`config.mk`:
```
export PLATFORM = sky130hd
export DESIGN_NAME = sha2_msg_pack
export DESIGN_NICKNAME = d
export VERILOG_FILES = /design/src/rtl/hmac_pkg.sv /design/src/rtl/sha2_msg_pack.sv
export SDC_FILE = /design/constraint.sdc
export NUM_CORES = 1
export LEC_CHECK = 0
export ABC_AREA = 1
export BUFFER_PORTS_ARGS = -buffer_cell sky130_fd_sc_hd__clkbuf_2
export CELL_PAD_IN_SITES_DETAIL_PLACEMENT = 0
export CELL_PAD_IN_SITES_GLOBAL_PLACEMENT = 1
export CORE_AREA = 2 2 135 164
export DETAILED_ROUTE_END_ITERATION = 10
export DIE_AREA = 0 0 137 166
export GPL_ROUTABILITY_DRIVEN = 0
export GPL_TIMING_DRIVEN = 0
export PLACE_DENSITY_LB_ADDON = 0.1
export REMOVE_ABC_BUFFERS = 1
export SLEW_MARGIN = 40
export SYNTH_ARGS = -nofsm -noshare
export SYNTH_HDL_FRONTEND = slang
export SYNTH_SLANG_ARGS = --single-unit
```
`constraint.sdc`:
```
create_clock -name clk_i -period 4.9 [get_ports clk_i]
set_input_delay 0.49 -clock clk_i [delete_from_list [all_inputs] [get_ports clk_i]]
set_output_delay 0.49 -clock clk_i [all_outputs]
set_load 0.02 [all_outputs]
```
`src/rtl/hmac_pkg.sv`:
```
// hmac_pkg: shared SHA-2 message types and the byte-strobe decoder.
package hmac_pkg;

    typedef logic [31:0] sha_word_t;

    typedef struct packed {
        sha_word_t  data;
        logic [3:0] mask;
    } sha_fifo_t;

    // Returns {legal, nbytes}; only contiguous strobes from lane 0 are legal.
    function automatic logic [3:0] strb_nbytes(logic [3:0] s);
        return s == 4'b0001 ? 4'b1001 :
               s == 4'b0011 ? 4'b1010 :
               s == 4'b0111 ? 4'b1011 :
               s == 4'b1111 ? 4'b1100 : 4'b0000;
    endfunction

endpackage

```
`src/rtl/sha2_msg_pack.sv`:
```
// sha2_msg_pack: repacks little-endian bus writes into big-endian masked FIFO words,
// counts message bits and flushes the 1-3 byte residue on hash_process.
module sha2_msg_pack
    import hmac_pkg::*;
(
    input  logic        clk_i,
    input  logic        rst_ni,
    input  logic        sha_en,
    input  logic        hash_start,
    input  logic        hash_process,
    input  logic        wipe_secret,
    input  sha_word_t   wipe_v,
    input  logic        msg_wvalid,
    input  logic [31:0] msg_wdata,
    input  logic [3:0]  msg_wstrb,
    output logic        msg_wready,
    output logic        fifo_wvalid,
    output sha_fifo_t   fifo_wdata,
    input  logic        fifo_wready,
    output logic [63:0] message_length,
    output logic        err_strb,
    output logic        err_drop
);

    typedef enum logic [1:0] {StIdle, StActive, StFlush, StDone} pack_st_e;

    pack_st_e    st_q, st_d;
    logic [1:0]  cnt_q;
    logic [23:0] acc_q;
    logic [3:0]  sn;
    logic [2:0]  n, total;
    logic        legal, accept, take, out_free, flush_load;
    logic [23:0] acc_m;
    logic [31:0] din;
    logic [55:0] merged;
    logic [3:0]  fmask;

    assign sn         = strb_nbytes(msg_wstrb);
    assign n          = sn[2:0];
    assign legal      = sn[3];
    assign out_free   = !fifo_wvalid || fifo_wready;
    assign msg_wready = st_q == StActive ? out_free : st_q != StFlush;
    assign accept     = msg_wvalid && msg_wready;
    assign take       = accept && st_q == StActive && legal;
    // Residual bytes are left-aligned in acc_q; bytes beyond cnt may hold wipe data.
    assign acc_m      = acc_q & ~(24'hffffff >> {cnt_q, 3'b000});
    assign din        = {msg_wdata[7:0], msg_wdata[15:8], msg_wdata[23:16], msg_wdata[31:24]}
                        & ~(32'hffffffff >> {n, 3'b000});
    assign merged     = {acc_m, 32'h0} | ({din, 24'h0} >> {cnt_q, 3'b000});
    assign total      = {1'b0, cnt_q} + n;
    assign flush_load = st_q == StFlush && cnt_q != 2'd0 && out_free;
    assign fmask      = 4'(4'b1110 << (2'd3 - cnt_q));

    always_comb begin
        st_d = st_q;
        if (st_q == StActive && hash_process) st_d = StFlush;
        if (st_q == StFlush && (cnt_q == 2'd0 || out_free)) st_d = StDone;
        if (sha_en && hash_start) st_d = StActive;
        if (!sha_en) st_d = StIdle;
    end

    always_ff @(posedge clk_i or negedge rst_ni) begin
        if (!rst_ni) begin
            st_q           <= StIdle;
            cnt_q          <= 2'd0;
            acc_q          <= 24'h0;
            fifo_wvalid    <= 1'b0;
            fifo_wdata     <= '0;
            message_length <= 64'h0;
            err_strb       <= 1'b0;
            err_drop       <= 1'b0;
        end else begin
            st_q     <= st_d;
            err_strb <= accept && st_q == StActive && !legal;
            err_drop <= accept && (st_q == StIdle || st_q == StDone);
            if (fifo_wvalid && fifo_wready) fifo_wvalid <= 1'b0;
            if (take) begin
                message_length <= message_length + {58'h0, n, 3'b000};
                cnt_q          <= total[1:0];
                acc_q          <= total[2] ? merged[23:0] : merged[55:32];
                if (total[2]) begin
                    fifo_wdata  <= {merged[55:24], 4'hf};
                    fifo_wvalid <= 1'b1;
                end
            end
            if (flush_load) begin
                fifo_wdata  <= {acc_m, 8'h00, fmask};
                fifo_wvalid <= 1'b1;
                cnt_q       <= 2'd0;
            end
            if (wipe_secret) begin
                acc_q           <= wipe_v[23:0];
                fifo_wdata.data <= wipe_v;
            end
            // Restart discards everything in flight; the FIFO is cleared by the same pulse.
            if (hash_start) begin
                cnt_q          <= 2'd0;
                acc_q          <= 24'h0;
                message_length <= 64'h0;
                fifo_wvalid    <= 1'b0;
            end
        end
    end

endmodule

```
; Yosys cells after proc, flatten, opt, wreduce, memory -nomap -nowiden
; Cells that the tools add are included.
[totals]
reg_bits = 131
input_bits = 76
output_inout_bits = 104
elab_cells = 85
[classes]
add_sub_neg = 3
eq_ne = 9
shifts = 4
mux = 27
bitwise_logic = 5
reduce_logical = 28
[ops]
columns = operator, n
row1 = $mux 64, 2
row2 = $mux 36, 3
row3 = $mux 24, 4
row4 = $add 64x6->64, 1
row5 = $or 56x56->56, 1
row6 = $shr 56x5->56, 1
row7 = $and 32x32->32, 1
row8 = $mux 32, 1
row9 = $not 32->32, 1
row10 = $shr 32x6->32 const A, 1
row11 = $and 24x24->24, 1
row12 = $not 24->24, 1
row13 = $shr 24x5->24 const A, 1
row14 = $mux 4, 4
row15 = $mux 2, 7
row16 = $reduce_bool 3->1, 4
row17 = $logic_and 1x1->1, 11
row18 = $reduce_bool 2->1, 4
row19 = $mux 1, 6
row20 = $eq 2x2->1 const B, 2
row21 = $eq 4x1->1 const B, 1
row22 = $eq 4x2->1 const B, 1
row23 = $eq 4x3->1 const B, 1
row24 = $eq 4x4->1 const B, 1
row25 = other kinds (10), 15

; Longest topological paths before layout
; Gate-level depths: netlist of the first run.
[depth]
word_depth = 14
ltp_mapped = 18
mapped_depth_nobuf = 17

; Least setup slack after synthesis of the first run
; No wires, ideal clock.
[synth_timing]
path_type = input to register
start = in msg_wstrb[0]
end = reg message_length[49]
setup_ps = 120
t_arrival_ps = 2336
required_time_ps = 4780
path_slack_ps = 2444
stages = 15
n_path_buf = 0
path_cell_list = nand2_1 -> inv_2 -> nand2_1 -> o21ai_0 -> ha_1 -> ha_1 -> inv_1 -> nand2_1 -> nand3_1 -> nand2_1 -> nand2_1 -> nor2_1 -> nand4_1 -> nand2_1 -> nor2_1
[synth_between]
elab_chain_cells = 8
word_cells_on_any_way = 13
classes_between = 1 x add/sub / 4 x eq/ne / 6 x mux / 2 x reduce/logical
[synth_lines]
columns = item, line_no
row1 = from (decl), sha2_msg_pack.sv:15  ; input logic [3:0] msg_wstrb,
row2 = $eq 4x4->1, hmac_pkg.sv:16  ; s == 4'b1111 ? 4'b1100 : 4'b0000;
row3 = $mux 4, hmac_pkg.sv:16
row4 = $mux 4, hmac_pkg.sv:15  ; s == 4'b0111 ? 4'b1011 :
row5 = $mux 4, hmac_pkg.sv:14  ; s == 4'b0011 ? 4'b1010 :
row6 = $mux 4 *, hmac_pkg.sv:13  ; return s == 4'b0001 ? 4'b1001 :
row7 = $add 64x6->64, sha2_msg_pack.sv:78  ; message_length <= message_length + {58'h0, n, 3'b000};
row8 = $mux 64, sha2_msg_pack.sv:77  ; if (take) begin
row9 = $mux 64, sha2_msg_pack.sv:96  ; if (hash_start) begin
row10 = to (signal assigned), sha2_msg_pack.sv:78
row11 = to (decl), sha2_msg_pack.sv:20  ; output logic [63:0] message_length,
; Every way passes the cells marked *; elsewhere a longest branch is shown, timed or not. The select of a mux whose other input is x is not followed.
; A chain may end at the register's enable or synchronous reset.

; Final worst setup path of the first run
[layout_timing]
start = reg cnt_q[1]
end = reg fifo_wdata[26] (netlist name)
[layout_between]
elab_chain_cells = 8
word_cells_on_any_way = 16
classes_between = 1 x add/sub / 2 x shift / 4 x mux / 3 x bitwise / 6 x reduce/logical
[layout_lines]
columns = item, line_no
row1 = from (decl), sha2_msg_pack.sv:28  ; logic [1:0] cnt_q;
row2 = from (signal assigned), sha2_msg_pack.sv:79  ; cnt_q <= total[1:0];
row3 = $shr 24x5->24, sha2_msg_pack.sv:46  ; assign acc_m = acc_q & ~(24'hffffff >> {cnt_q, 3'b000});
row4 = $not 24->24, sha2_msg_pack.sv:46
row5 = $and 24x24->24, sha2_msg_pack.sv:46
row6 = $or 56x56->56, sha2_msg_pack.sv:49  ; assign merged = {acc_m, 32'h0} | ({din, 24'h0} >> {cnt_q, 3'b000});
row7 = $mux 36, sha2_msg_pack.sv:81  ; if (total[2]) begin
row8 = $mux 36, sha2_msg_pack.sv:77
row9 = $mux 36, sha2_msg_pack.sv:86  ; if (flush_load) begin
row10 = $mux 32, sha2_msg_pack.sv:91  ; if (wipe_secret) begin
row11 = to (signal assigned), sha2_msg_pack.sv:82  ; fifo_wdata <= {merged[55:24], 4'hf};
row12 = to (signal assigned), sha2_msg_pack.sv:87  ; fifo_wdata <= {acc_m, 8'h00, fmask};
row13 = to (decl), sha2_msg_pack.sv:18  ; output sha_fifo_t fifo_wdata,
; Several ways; a longest one is shown, not always the timed one. The select of a mux whose other input is x is not followed.

==> results of run 1 <==
==> area by class of cell <==
type / instances / area share (%)
clock inverter: 10 / 1.52
tap: 274 / 3.26
clock buffer: 21 / 4.38
inverter: 114 / 4.10
multi-input combinational: 1066 / 45.9
sequential: 128 / 30.5
timing repair buffer: 186 / 10.4
==> sequential cells by signal, indices dropped and copies added, names as in the netlist <==
| name | count |
|---|---|
| message_length | 61 |
| fifo_wdata | 36 |
| acc_q | 24 |
| cnt_q | 2 |
| st_q | 2 |
| err_drop | 1 |
| err_strb | 1 |
| fifo_wvalid | 1 |
==> how the worst min path moves through the flow <==
stage / from / to / slack, ns
after floorplan: rst_ni / acc_q[0] / 0.19
after global placement: fifo_wdata[3] / fifo_wdata[3] / 0.46
after detailed placement: rst_ni / fifo_wdata[29] / 0.44
after CTS: wipe_v[27] / fifo_wdata[31] / 0.30
after global routing: wipe_v[27] / fifo_wdata[31] / 0.31
final: wipe_v[27] / fifo_wdata[31] / 0.31
==> through the flow <==
step	power, W	hold slack, ns	instances	setup TNS, ns	cell area (µm²)
2_1_floorplan	0.00134	0.194	1308	0	8450
3_3_place_gp	0.00149	0.456	1758	-31.82	9670
3_5_place_dp	0.00151	0.439	1765	0	9850
4_1_cts	0.00290	0.301	1797	0	10500
5_1_grt	0.00299	0.309	1799	0	10500
6_report	0.00288	0.306	1799	0	10500
==> cell usage in the layout, fill, tap and decap left out, types with 2 or more instances in the layout <==
cell type  netlist  routed
o21ai_1          3       3
ha_1             8       8
o21ai_2          6       6
xor2_1           3       3
nand3_1        157     157
nor3b_1          2       2
a31oi_1         15      15
nand2_1        483     483
clkinv_2         0       4
buf_16           0       4
dfrtp_1        128     126
buf_12           0       2
nor3_1          33      32
clkbuf_2         0     175
bufinv_16        0       4
and2_1           2       2
inv_1          106     103
o21ai_0         84      84
clkbuf_16        0      17
dfrtp_2          0       2
nor2_2           8       6
nor2_1         156     156
clkbuf_8         0       3
clkinv_4         0       2
inv_2            7       9
nand2_2          4       4
o211ai_1         8       8
conb_1           1       3
nor2_4           1       3
clkbuf_1        32       2
buf_8            0       2
nand4_1         45      45
a21oi_1         32      32
==> critical path: cells and delay by family, from the launching register on <==
family | cells | cell delay, ns
fa+ha+maj | 1 | 0.22
xor+xnor | 1 | 0.14
compound gates | 1 | 0.13
flops | 1 | 0.58
simple gates | 6 | 0.63
buf+inv | 5 | 1.84
==> kinds of logic (layout without fill, tap and decap cells) <==
group / Yosys count / in the layout / synth area share (%)
xor+xnor: 3 / 3 / 0.301
other cells: 1 / 3 / 0.0429
buf+inv: 173 / 331 / 8.36
flops: 128 / 128 / 36.6
compound gates: 155 / 155 / 9.89
simple gates: 897 / 897 / 43.6
fa+ha+maj: 8 / 8 / 1.14
==> metal layers <==
| metal | global-route usage (%) | vias up |
|---|---|---|
| met5 | 0 | - |
| met2 | 46.9 | 294 |
| li1 | - | 4752 |
| met1 | 34.4 | 4501 |
| met4 | 10.8 | 0 |
| met3 | 3.85 | 49 |
==> power by group through the flow <==
stage / Combinational [W] / Clock [W] / Sequential, W
after detailed placement: 0.000358 / 0 / 0.00115
after global routing: 0.000397 / 0.00146 / 0.00114
final: 0.000358 / 0.00139 / 0.00113
after floorplan: 0.000145 / 0 / 0.00119
after global placement: 0.000343 / 0 / 0.00115
after CTS: 0.000360 / 0.00141 / 0.00113
==> impl_metrics.tcl, run 1 <==
set metrics [dict create \
    status "complete, no violations" \
    avgSynthCellArea_um2 6.41 \
    hold_buffers 1 \
    ant_nets 0 \
    synth_edf_count 0 \
    ios 180 \
    min_path_cells 3 \
    worstPathRequired_ns 5.22 \
    setup_viol_count_final 0 \
    ys_warn_count 0 \
    wl_met2_um 15500 \
    async_flop_share_pct 100 \
    power_switching_w 0.000785 \
    synth_ff_type "dfrtp_1" \
    dp_hpwl_um 22000 \
    p_seq_share_pct 39.3 \
    power_density_nw_per_um2 274 \
    clk_path_buf_depth 2 \
    initial_core_util_pct 41.1 \
    fin_crit_sh_pct 75.4 \
    peakVddDrop_v 0.000238 \
    synth_cell_types 41 \
    numCtsBuffers 17 \
    cts_tree "done" \
    cts-root-buf "clkbuf_16" \
    timing.reg2reg.setup_slack_ns 1.20 \
    grt_usage_pct 27.4 \
    clkTransAtPathRegs_ns 0.06 \
    fin_skew_ns 0.00860 \
    startpoint "cnt_q[1]" \
    wl_met3_um 1500 \
    multi_input_area_um2 4830 \
    clkSinkCount 128 \
    die_area_um2 22700 \
    grt_setup_unrepaired "false" \
    fmax_mhz 271 \
    synth.area.top_cells "dfrtp_1 37%, nand2_1 21%, nand3_1 9.0%" \
    post_cts_resized 0 \
    synthMostInstantiatedCell "nand2_1" \
    yosysSeqAreaShare_pct 36.6 \
    power_frac_clock_pct 48.3 \
    cts_setup_buffers 0 \
    die_h_um 166 \
    hold_path_class "in2reg" \
    internal_power_w 0.00210 \
    worstMarginPinSlew_ns 0.823 \
    pre_cts_ws_ns 1.07 \
    slowest_stage "inv_2" \
    grt_pass1_vias 9045 \
    postSynthCellCount 1365 \
    critPathMaxFanout 29 \
    yosysTopAreaCell "dfrtp_1" \
    crit_end "fifo_wdata[26]" \
    power.leakage_nw 5.21 \
    r2r-end "fifo_wdata[26]" \
    synthTopCellsByCount "483 x nand2_1, 157 x nand3_1, 156 x nor2_1" \
    synth_top_area_share_pct 36.6 \
    reg2reg_depth 14 \
    drv.max_cap_violation_count 0 \
    antenna_found_initial 0 \
    combPwrFrac_pct 12.4 \
    nFillCells 2252 \
    slew_viol_final 0 \
    overflow 0 \
    switching_share_pct 27.3 \
    clk_latency_ns 0.43 \
    slowest_delay_ns 0.62 \
    seq_area_um2 3210 \
    wire_per_inst_um 17.1 \
    hold_viol 0 \
    nNetsFinal 1597 \
    relSlewSlack_pct 44.9 \
    cp-end-kind "flop" \
    worst_slack_ns 1.20 \
    ys_seq_elements 128 \
    core_area_um2 21300 \
    area_growth_pct 20.4 \
    drive_gt1_share_pct 16.5 \
    startpoint_type "flop" \
    drt_wl_total_um 30800 \
    worstSetupPathType "reg2reg" \
    grt_max_degree 54 \
    viasPerCell 5.33 \
    drc_errors 0 \
    final.min_clock_period_ns 3.70 \
    diodes 0 \
    vias 9596 \
    die_x_um 137 \
    grt_pass1_wl_um 48300 \
    path_cells "buf_16 > inv_2 > xor2_1 > ha_1 > inv_1 > nand2_1 > nand2_1 > nand2_2 > inv_2 > o21ai_4 > inv_2 > nor2_1 > nand2_1 > nand2_1" \
    reg2reg_from "cnt_q[1]" \
    synthesis.area_um2 8740 \
    portBuffers 176 \
    fin_util_pct 49.5 \
    drtIter0Drc 622 \
    htreeDepth 4 \
    firstDrtPassIters 7 \
    rows 59 \
    cp.arrival_ns 4.01 \
    top_layer "met4" \
    wl_met1_um 12800 \
    crit_path_frequent_cell "nand2_1" \
]
Note: power is estimated with default switching activity, not from simulation.
==> run 2: changes to the inputs <==
- ABC_AREA: 1 -> 0
- CORE_AREA: 2 2 135 164 -> 2 2 140 170
- DIE_AREA: 0 0 137 166 -> 0 0 142 172
- clock period: 4.9 -> 3.32 ns (I/O delays scaled with it)
==> impl_metrics.tcl, run 2 <==
set metrics [dict create \
    die_x_um 142 \
    postSynthCellCount 947 \
    timing.reg2reg.setup_slack_ns 0.10 \
    hold_viol 0 \
    r2r-end "fifo_wdata[12]" \
    core_area_um2 22800 \
    hold_path_class "in2reg" \
    largest_reg_flops 61 \
    combPwrFrac_pct 14.0 \
    overflow 0 \
    ant_nets 0 \
    grt_pass1_vias 8227 \
    clkTransAtPathRegs_ns 0.06 \
    die_h_um 172 \
    antenna_found_initial 0 \
    crit_end "fifo_wdata[12]" \
    initial_core_util_pct 36.4 \
    reg_top3 "message_length (61), fifo_wdata (36), acc_q (24)" \
    finalNonFillerCells 1373 \
    worstPathRequired_ns 3.68 \
    slowest_stage "dfrtp_2" \
    cp-end-kind "flop" \
    cpLargestDelayFamily "compound AO/OA/AOI/OAI gates" \
    grt_usage_pct 25.3 \
    startpoint_type "flop" \
    internal_power_w 0.00298 \
    wire_per_inst_um 22.6 \
    yosysTopAreaCell "dfrtp_1" \
    cp.arrival_ns 3.58 \
    status "complete, no violations" \
    layout_common_cells "173 x clkbuf_2, 126 x dfrtp_1, 78 x nand2_1" \
    grt_max_degree 68 \
    avgSynthCellArea_um2 8.77 \
    nNetsFinal 1161 \
    peakVddDrop_v 0.000364 \
    cp.depth 5 \
    synthTopCellsByCount "128 x dfrtp_1, 79 x nand2_1, 71 x nor2_1" \
    htreeDepth 4 \
    top_layer "met4" \
    drtIter0Drc 678 \
    grt_pass1_wl_um 47700 \
    startpoint "cnt_q[0]" \
    rows 61 \
    area_growth_pct 22.4 \
    power_frac_clock_pct 46.0 \
    ios 180 \
    worst_slack_ns 0.102 \
    portBuffers 176 \
    critPathMaxFanout 41 \
    ys_seq_elements 128 \
    path_buf_inv 1 \
    relSlewSlack_pct 39.2 \
    ys_warn_count 0 \
    drc_errors 0 \
    final_common_cell "clkbuf_2" \
    fin_crit_sh_pct 96.9 \
    synthesis.area_um2 8310 \
    drt_wl_total_um 31000 \
    clk_path_buf_depth 2 \
    dp_cells 1333 \
    reg2reg_from "cnt_q[0]" \
    final.min_clock_period_ns 3.22 \
    yosysSeqAreaShare_pct 38.5 \
    drive_gt1_share_pct 25.7 \
    worstMarginPinSlew_ns 0.909 \
    diodes 0 \
    numCtsBuffers 17 \
    wl_met3_um 1820 \
    slew_viol_final 0 \
    synth_top_area_share_pct 38.5 \
    setup_viol_count_final 0 \
    synth_edf_count 0 \
    synth.area.top_cells "dfrtp_1 39%, a21oi_1 4.0%, nand2_1 3.6%" \
    fmax_mhz 311 \
    fin_skew_ns 0.0112 \
    async_flop_share_pct 100 \
    cts_tree "done" \
    dp_hpwl_um 20800 \
    largest_register "message_length" \
    slowest_delay_ns 0.86 \
    pre_cts_ws_ns -0.835 \
    clk_latency_ns 0.43 \
    synthMostInstantiatedCell "dfrtp_1" \
    firstDrtPassIters 5 \
    path_cells "clkinv_1 > nor3_1 > a221oi_1 > o311ai_0 > o21a_1" \
    worstSetupPathType "reg2reg" \
    vias 8502 \
    reg2reg_depth 5 \
    die_area_um2 24400 \
    drv.max_cap_violation_count 0 \
    p_seq_share_pct 40.0 \
    nFillCells 2316 \
    synth_cell_types 75 \
    cts-root-buf "clkbuf_16" \
    power_switching_w 0.00120 \
    switching_share_pct 28.7 \
    viasPerCell 6.19 \
    clkSinkCount 128 \
    power_density_nw_per_um2 411 \
    synth_ff_type "dfrtp_1" \
    wl_met2_um 15200 \
    wl_met1_um 13300 \
    power.leakage_nw 4.30 \
]
-- run 2: power groups by stage --
stage | Clock, W | Sequential, W | Combinational, W
5_1_grt | 0.00202 | 0.00168 | 0.000634
6_report | 0.00192 | 0.00167 | 0.000585
3_3_place_gp | 0 | 0.00170 | 0.000553
3_5_place_dp | 0 | 0.00170 | 0.000572
4_1_cts | 0.00195 | 0.00167 | 0.000579
2_1_floorplan | 0 | 0.00176 | 0.000211
-- run 2: final cells by class --
type | count | area [µm²] | area share (%)
clock buffer | 20 | 457 | 4.49
sequential | 128 | 3210 | 31.5
timing repair buffer | 191 | 1110 | 11.0
inverter | 14 | 53.8 | 0.529
multi-input combinational | 725 | 4850 | 47.7
clock inverter | 12 | 135 | 1.33
tap | 283 | 354 | 3.48
-- run 2: cell families (layout without fill, tap and decap cells) --
family	count (synthesis)	in the layout	share of synthesized area [%]
AO/OA/AOI/OAI	319	319	28.1
adder cells (fa/ha/maj)	8	8	1.20
flip-flops	128	128	38.5
multiplexers	11	11	1.42
XOR/XNOR	16	16	1.69
AND/OR/NAND/NOR	368	368	24.0
buffers and inverters	96	237	4.95
other	1	3	0.0451
-- run 2: how the worst min path moves through the flow --
stage,cells after the start,end,startpoint,slack (ns)
4_1_cts,3,st_q[0],sha_en,0.13
3_3_place_gp,1,fifo_wdata[35],fifo_wdata[35],0.46
2_1_floorplan,0,acc_q[0],rst_ni,0.04
6_report,3,st_q[0],sha_en,0.14
3_5_place_dp,1,message_length[44],rst_ni,0.28
5_1_grt,3,st_q[0],sha_en,0.15
-- run 2: per-layer routing --
metal / global-route usage (%) / vias to the layer above
met5: 0 / -
met2: 43.1 / 344
met1: 33.1 / 4171
li1: - / 3933
met3: 3.46 / 54
met4: 8.30 / 0
-- run 2: what timing repair did --
action,4_1_cts,5_1_grt
hold endpoints to repair,37,0
pin swaps,0,2
setup buffers,1,5
resized for setup,8,2
setup endpoints to repair,49,58
hold buffers,1,0
-- run 2: worst reg2reg max path, delay by kind of cell (launching register included) --
family	cells	cell delay, ns
simple gates	1	0.74
flops	1	0.86
buf+inv	1	0.57
compound gates	3	1.00
-- run 2: metrics by stage --
| step | total power (W) | instance area (µm²) | setup TNS [ns] | util, % | hold WS, ns |
|---|---|---|---|---|---|
| finish | 0.00418 | 10200 | 0 | 44.6 | 0.136 |
| global placement | 0.00225 | 9190 | -217.76 | 40.3 | 0.464 |
| global route | 0.00433 | 10200 | -0.00216 | 44.6 | 0.152 |
| floorplan | 0.00197 | 7960 | -18.24 | - | 0.0364 |
| CTS | 0.00420 | 10100 | 0 | 44.2 | 0.128 |
| detailed placement | 0.00227 | 9420 | -33.62 | 41.3 | 0.279 |
